**src/rtl/sc_run_controller.sv**
```systemverilog
// rtl/sc_run_controller.sv - run/step/breakpoint clock-enable sequencer for the single-cycle CPU
// Debounces the run/step/halt buttons and gates cpu_en so the CPU can free-run, step or trap on a PC.
module sc_run_controller #(
  parameter int DEBOUNCE_CYCLES = 50000,
  parameter int CNT_W           = 32
) (
  input  logic             clock,
  input  logic             resetn,
  input  logic             run_key,
  input  logic             step_key,
  input  logic             halt_key,
  input  logic             bp_enable,
  input  logic [31:0]      bp_addr,
  input  logic [31:0]      pc,
  output logic             cpu_en,
  output logic [1:0]       run_state,
  output logic             halted,
  output logic             bp_hit,
  output logic [CNT_W-1:0] cycle_count
);

  localparam int DW = (DEBOUNCE_CYCLES > 1) ? $clog2(DEBOUNCE_CYCLES) : 1;
  localparam logic [DW-1:0] CNT_LAST = DW'(DEBOUNCE_CYCLES - 1);

  typedef enum logic [1:0] {
    S_HALT  = 2'd0,
    S_RUN   = 2'd1,
    S_STEP  = 2'd2,
    S_BREAK = 2'd3
  } state_t;

  logic [2:0] keys;
  logic [2:0] pulse;
  assign keys = {halt_key, step_key, run_key};

  genvar k;
  generate
    for (k = 0; k < 3; k++) begin : g_key
      logic          sync1, sync2, level, level_q;
      logic [DW-1:0] cnt;

      always_ff @(posedge clock or negedge resetn) begin
        if (!resetn) begin
          sync1   <= 1'b0;
          sync2   <= 1'b0;
          level   <= 1'b0;
          level_q <= 1'b0;
          cnt     <= '0;
        end else begin
          sync1   <= keys[k];
          sync2   <= sync1;
          level_q <= level;
          if (sync2 == level) begin
            cnt <= '0;
          end else if (cnt == CNT_LAST) begin
            level <= sync2;
            cnt   <= '0;
          end else begin
            cnt <= cnt + DW'(1);
          end
        end
      end

      assign pulse[k] = level & ~level_q;
    end
  endgenerate

  state_t state_q, state_d;
  logic   skip_q, skip_d;
  logic   bp_hit_q, bp_hit_d;
  logic   halt_p, step_p, run_p, bp_match;

  always_ff @(posedge clock or negedge resetn) begin
    if (!resetn) begin
      state_q     <= S_HALT;
      skip_q      <= 1'b0;
      bp_hit_q    <= 1'b0;
      cycle_count <= '0;
    end else begin
      state_q  <= state_d;
      skip_q   <= skip_d;
      bp_hit_q <= bp_hit_d;
      if (cpu_en) cycle_count <= cycle_count + CNT_W'(1);
    end
  end

  always_comb begin
    state_d  = state_q;
    skip_d   = skip_q;
    bp_hit_d = bp_hit_q;
    // only the highest-priority pulse acts
    halt_p   = pulse[2];
    step_p   = pulse[1] & ~pulse[2];
    run_p    = pulse[0] & ~pulse[1] & ~pulse[2];
    bp_match = bp_enable & (pc == bp_addr) & ~skip_q;
    cpu_en   = ((state_q == S_RUN) & ~bp_match) | (state_q == S_STEP);
    case (state_q)
      S_HALT: begin
        if (step_p) begin
          state_d = S_STEP;
        end else if (run_p) begin
          state_d = S_RUN;
          skip_d  = 1'b1;
        end
      end
      S_STEP: begin
        state_d  = S_HALT;
        bp_hit_d = 1'b0;
        skip_d   = 1'b0;
      end
      S_RUN: begin
        skip_d = 1'b0;
        if (halt_p) begin
          state_d = S_HALT;
        end else if (bp_match) begin
          state_d  = S_BREAK;
          bp_hit_d = 1'b1;
        end
      end
      S_BREAK: begin
        if (halt_p) begin
          state_d  = S_HALT;
          bp_hit_d = 1'b0;
        end else if (step_p) begin
          state_d = S_STEP;
        end else if (run_p) begin
          state_d = S_RUN;
          skip_d  = 1'b1;
        end
      end
      default: state_d = S_HALT;
    endcase
  end

  assign run_state = state_q;
  assign halted    = (state_q == S_HALT) | (state_q == S_BREAK);
  assign bp_hit    = bp_hit_q;

endmodule

```
**config.mk**
```make
export PLATFORM = sky130hd
export DESIGN_NAME = sc_run_controller
export DESIGN_NICKNAME = d
export VERILOG_FILES = /design/src/rtl/sc_run_controller.sv
export SDC_FILE = /design/constraint.sdc
export NUM_CORES = 1
export LEC_CHECK = 0
export ABC_AREA = 0
export CAP_MARGIN = 20
export CORE_UTILIZATION = 39
export DETAILED_ROUTE_END_ITERATION = 8
export HOLD_SLACK_MARGIN = 0.06
export PLACE_DENSITY = 0.64
export SYNTH_ARGS = -nofsm -noshare
export SYNTH_HDL_FRONTEND = slang
export SYNTH_SLANG_ARGS = --single-unit
```
**constraint.sdc**
```tcl
create_clock -name clock -period 2 [get_ports clock]
set_input_delay 0.3 -clock clock [delete_from_list [all_inputs] [get_ports clock]]
set_output_delay 0.3 -clock clock [all_outputs]
set_load 0.01 [all_outputs]
```
[Yosys cells after proc, flatten, opt, wreduce, memory -nomap -nowiden]
Cells that the tools add are included.
Cells by class
  $add $sub $neg: 4
  eq/ne operators: 15
  muxes and demuxes: 20
  bitwise logic cells: 21
  reductions and logical operators: 7
Operator list (count)
  two-way mux 16 bit: 6
  adder 16 x 1 -> 16 bit (second input constant): 3
  equality test 16 bit (second input constant): 3
  adder 32 x 1 -> 32 bit (second input constant): 1
  equality test 32 bit: 1
  two-way mux 2 bit: 5
  inverter 1 bit: 10
  AND 1 bit: 9
  != test 2 bit (second input constant): 4
  case mux 2 bit (4 select lines): 1
  two-way mux 1 bit: 6
  case mux 1 bit (3 select lines): 2
  AND reduction 2 bit: 3
  equality test 2 bit (second input constant): 2
  AND reduction 4 bit: 1
  equality test 1 bit: 3
  != test 3 bit (second input constant): 1
  nonzero test 3 bit: 1
  equality test 2 x 1 -> 1 bit (second input constant): 1
  logical NOT 2 bit: 1
  OR 1 bit: 2
  OR reduction 2 bit: 1
Word-level totals
  register bits: 96
  input bits: 70
  output and inout port bits: 37

[Logic depth before layout (Yosys ltp)]
  depth after elaboration: 9
  depth in mapped cells: 7

[Least setup slack after synthesis]
OpenSTA, ideal clock, no wires.
  path type: in2reg
  start: input port bp_addr[15]
  end: register cycle_count[1]
  setup time: 0.125 ns
  data arrival time: 1.655 ns
  required time: 1.875 ns
  slack: 0.221 ns
  cell stages on the path: 6
  buffers on the path: 0
  path through: xnor2_1 -> nand4_1 -> nor4_2 -> a31oi_2 -> nor2_1 -> mux2_2
On the way
  cells in the longest elaborated chain, start to end: 6
RTL lines
  start: declaration: RTL line 13  | input logic [31:0] bp_addr,
  equality test 32 bit: RTL line 95  | bp_match = bp_enable & (pc == bp_addr) & ~skip_q;
  AND 1 bit (2 in a row): RTL line 95
  inverter 1 bit: RTL line 96  | cpu_en = ((state_q == S_RUN) & ~bp_match) | (state_q == S_STEP);
  AND 1 bit: RTL line 96
  OR 1 bit: RTL line 96
  end signal: assignment: RTL line 83  | if (cpu_en) cycle_count <= cycle_count + CNT_W'(1);
  end: declaration: RTL line 19  | output logic [CNT_W-1:0] cycle_count
Every way passes these cells.
A chain may end at the register's enable or synchronous reset.

[Worst setup path after layout]
  start: input port pc[20]
  end: output port cpu_en
On the way
  cells in the longest elaborated chain, start to end: 6
RTL lines
  start: declaration: RTL line 14  | input logic [31:0] pc,
  equality test 32 bit: RTL line 95
  AND 1 bit (2 in a row): RTL line 95
  inverter 1 bit: RTL line 96
  AND 1 bit: RTL line 96
  OR 1 bit: RTL line 96
  end: declaration: RTL line 15  | output logic cpu_en,
Every way passes these cells.

==> summary by stage <==
Clock network
CTS built an H-tree with a depth of 3. The clock passes through at most 2 buffers. The total CTS buffers is 9. At the later pin of the worst-skew pair, clock insertion delay measures 0.35 ns.

The clock tree from TritonCTS is built. The clock transition at the registers of the reported paths is 0.06 ns. The clock tree root driver cell is clkbuf_16.

The CTS sink count is 96.

Setup path
The required time at the worst-slack endpoint is 1.70 ns. The family with the most delay on the worst path is simple AND/OR/NAND/NOR gates. The capture point of the worst reg-to-reg path is cycle_count[1]$_DFFE_PN0P_. The most critical setup path has its endpoint at cpu_en.

The worst-path maximum fanout is 2. In this design, the stage delay of the slowest critical-path cell is 0.34 ns. The logic depth of the worst register-to-register path is 10. Walking the worst path, the cells encountered are clkdlybuf4s15_1 -> xnor2_1 -> nand4_1 -> nor4_4 -> a31oi_2 -> nor2_1 -> inv_1 -> buf_6. STA puts the critical path data arrival time at 1.74 ns. The worst setup path category is in -> out. The setup slack of the worst register-to-register path is 0.07 ns. In this run the worst setup path begins at pc[20]. The worst setup path is launched from a primary input. The type of element capturing the critical path is an output port. The startpoint identified for the worst register-to-register timing path is skip_q$_DFFE_PN0P_. The critical path depth is 8. The worst-path cell with the longest stage delay is nor4_4. The critical path contains buffers and inverters numbering 3 combined.

Detailed routing
In this run, the number of DRC markers left after iteration 0 of detailed routing was 209. In this run the remaining antenna-violating nets after routing total 0. After detailed routing, the total wire length is 11.25 mm. The mean routed wirelength per cell is 14.03 µm. After detailed routing, the number of remaining DRC violations is 0.

The number of optimization iterations in the first detailed-route pass is 4. The vias per cell is 4.923. The total number of vias is 3948.

Logic synthesis
In the synthesized netlist the async set-or-reset flop fraction comes to 100.0%. For this run, the number of Yosys warnings is 0. The synthesized net count is 566.

The flip-flop and latch count after synthesis is 96. The proportion of netlist area held by the largest area contributor is 48.08%. Summing the sequential cell areas from Yosys gives 48.08% of the chip area. Among all flip-flop cells after synthesis, the most frequent one is dfrtp_1. The combined area of all synthesized cells is 4996 µm². The number of distinct library cells after synthesis is 46. A synthesized cell averages 10.24 µm². The biggest area contributor in the post-synthesis netlist is dfrtp_1.

The synthesized design contains 0 enable-type register cells. The gate count of the mapped netlist is 488. After synthesis, the cell types taking the most area are dfrtp_1 48%, xnor2_1 13%, nor2_1 5.0%.

Timing
The timing-limited maximum frequency is 491.0 MHz. The remaining max-slew budget at the tightest pin is 65.31%. The final-layout setup total negative slack is -0.03674 ns. The least setup slack across all paths after layout is -0.03674 ns. The final worst clock skew is 0.007296 ns. The total count of hold-check failures in the final report was 0. For the pin with the worst max-slew slack, the measured transition is 0.5203 ns. The number of max-slew violations in the final report was 0.

The final setup violation count is 1. Setup repair after global routing could not meet its margin everywhere. After layout, the minimum clock period comes to 2.037 ns. The worst path uses 101.8% of the clock period.

Power and ir drop
The static power due to leakage is 3.082 nW. VDD sags by at most 0.0007402 V. In this run the power density over the cells is 597.7 nW/µm².

Floorplan
The number of core rows is 40. The vertical die dimension is 115.2 µm. During I/O placement, the number of pins put on the boundary was 107. For this configuration, the core starts out at a cell density of 40.74%. The core region is 12260 µm². From left edge to right edge, the die measures 115.2 µm.

The area of the die is 13270 µm².

Status
The flow ran to the end, but the final reports show violations. The final reports fail on negative setup slack.

Placement
The total placed instance area is 6396 µm². The routability congestion estimate is 0.7688. The final HPWL from detailed placement is 8.110 mm.

Timing analysis after detailed placement gives a worst setup slack of -0.5922 ns. Buffers placed on the I/O ports in this run total 106.

Finish
The filler cells instantiated in the layout total 1058. The diode insertion count for antenna repair is 0. For this run, the post-layout net count is 707.

The final design instance area without fill is 6908 µm². The area taken by multi-input logic gates is 2550 µm². Relative to the synthesized area, the layout overhead comes to 38.27%. In the final layout, the share of cells above drive strength 1 is 14.51%.

The sequential cell area in the final layout is 2404 µm².

Global route
The global-route total usage across every layer is 18.22%. The number of antenna violations at the first check in global routing is 0. After global routing the overflow that remains totals 0.

The number of global-route vias before repair is 4025. Entering global routing, the biggest net connects 97 pins. The first global-routing pass estimated 18.83 mm of wire.

Hold path
In this run the most critical hold path is launched from g_key[2].sync1$_DFF_PN0_. The type of the most critical hold path is reg -> reg.

Run
Max-cap violations in this run came to 0.
==> placed cells by master, fill, tap and decap left out, drive strengths merged, types with 18 or more instances in the layout <==
cell / instances
nor2: 66
inv: 20
dlymetal6s2s: 18
dfrtp: 96
nand4: 24
clkdlybuf4s50: 45
xnor2: 75
buf: 37
xor2: 28
dlygate4sd2: 22
clkbuf: 19
o21ai: 19
nand3: 19
nand2: 24
==> cell usage after synthesis (5+ instances only) <==
library cell / number
dfrtp_1: 96
xnor2_1: 72
nor2_1: 66
xor2_1: 28
nand2_1: 24
nand4_1: 24
inv_1: 20
nand3_1: 19
o21ai_0: 13
and3_1: 11
o211ai_1: 11
nor3_1: 10
ha_1: 8
o2111ai_1: 8
a21oi_1: 7
o21ai_1: 6
or3_1: 5
==> where the power goes <==
part | leakage, nW | internal (W) | switching (W)
logic | 1.62 | 0.000198 | 0.000156
clock network | 0.155 | 0.00107 | 0.000727
registers | 1.30 | 0.00196 | 0.0000146
total | 3.08 | 0.00323 | 0.000898
==> area by class of cell <==
type,instances,share of cell area (%)
timing repair buffer,142,19.56
inverter,20,1.087
clock buffer,12,3.858
multi-input combinational,360,36.91
clock inverter,4,0.7426
sequential,96,34.79
tap,168,3.043
==> worst min path at each step <==
| stage | to | depth (start not counted) |
|---|---|---|
| floorplan | bp_hit$_DFFE_PN0P_ | 0 |
| global placement | g_key[2].sync2$_DFF_PN0_ | 0 |
| detailed placement | g_key[1].sync2$_DFF_PN0_ | 0 |
| CTS | g_key[0].sync2$_DFF_PN0_ | 0 |
| global route | g_key[2].sync2$_DFF_PN0_ | 0 |
| finish | g_key[2].sync2$_DFF_PN0_ | 0 |
==> timing repair <==
item / in CTS / in global routing
setup endpoints to repair: 4 / 10
endpoints found under the hold margin: 96 / 0
hold buffers: 1 / 0
buffers inserted: 10 / 5
gates resized for setup: 54 / 55
pin swaps: 22 / 31
==> metal layers <==
layer / global-route usage (%) / routed length (µm) / vias up
li1: - / - / 1969
met1: 22.25 / 4957 / 1886
met2: 31.24 / 5686 / 67
met3: 4.112 / 338 / 26
met4: 7.273 / 271 / 0
met5: 0 / 0 / -
==> cell families after synthesis <==
logic type	share of synthesized area (%)
compound gates	7.989
buf+inv	2.980
flops	48.08
mux	1.102
xor+xnor	18.51
fa+ha+maj	2.004
simple gates	19.33
==> per-stage QoR <==
step	std cells	hold slack, ns	utilization [%]	total power, W
finish	802	0.3532	56.34	0.004129
global route	802	0.3650	56.34	0.004276
CTS	797	0.3604	55.17	0.004153
detailed placement	774	0.3465	52.16	0.002364
global placement	774	0.3383	52.16	0.002354
floorplan	488	0.004409	-	0.002129
==> sequential cells by signal (all words and copies together), names as in the netlist <==
register and cells:
skip_q 1, cycle_count 32, run_state 2, g_key.level_q 3
g_key.level 3, bp_hit 1, g_key.cnt 48, g_key.sync2 3
g_key.sync1 3
No activity file was read; power rests on OpenSTA's default activity.
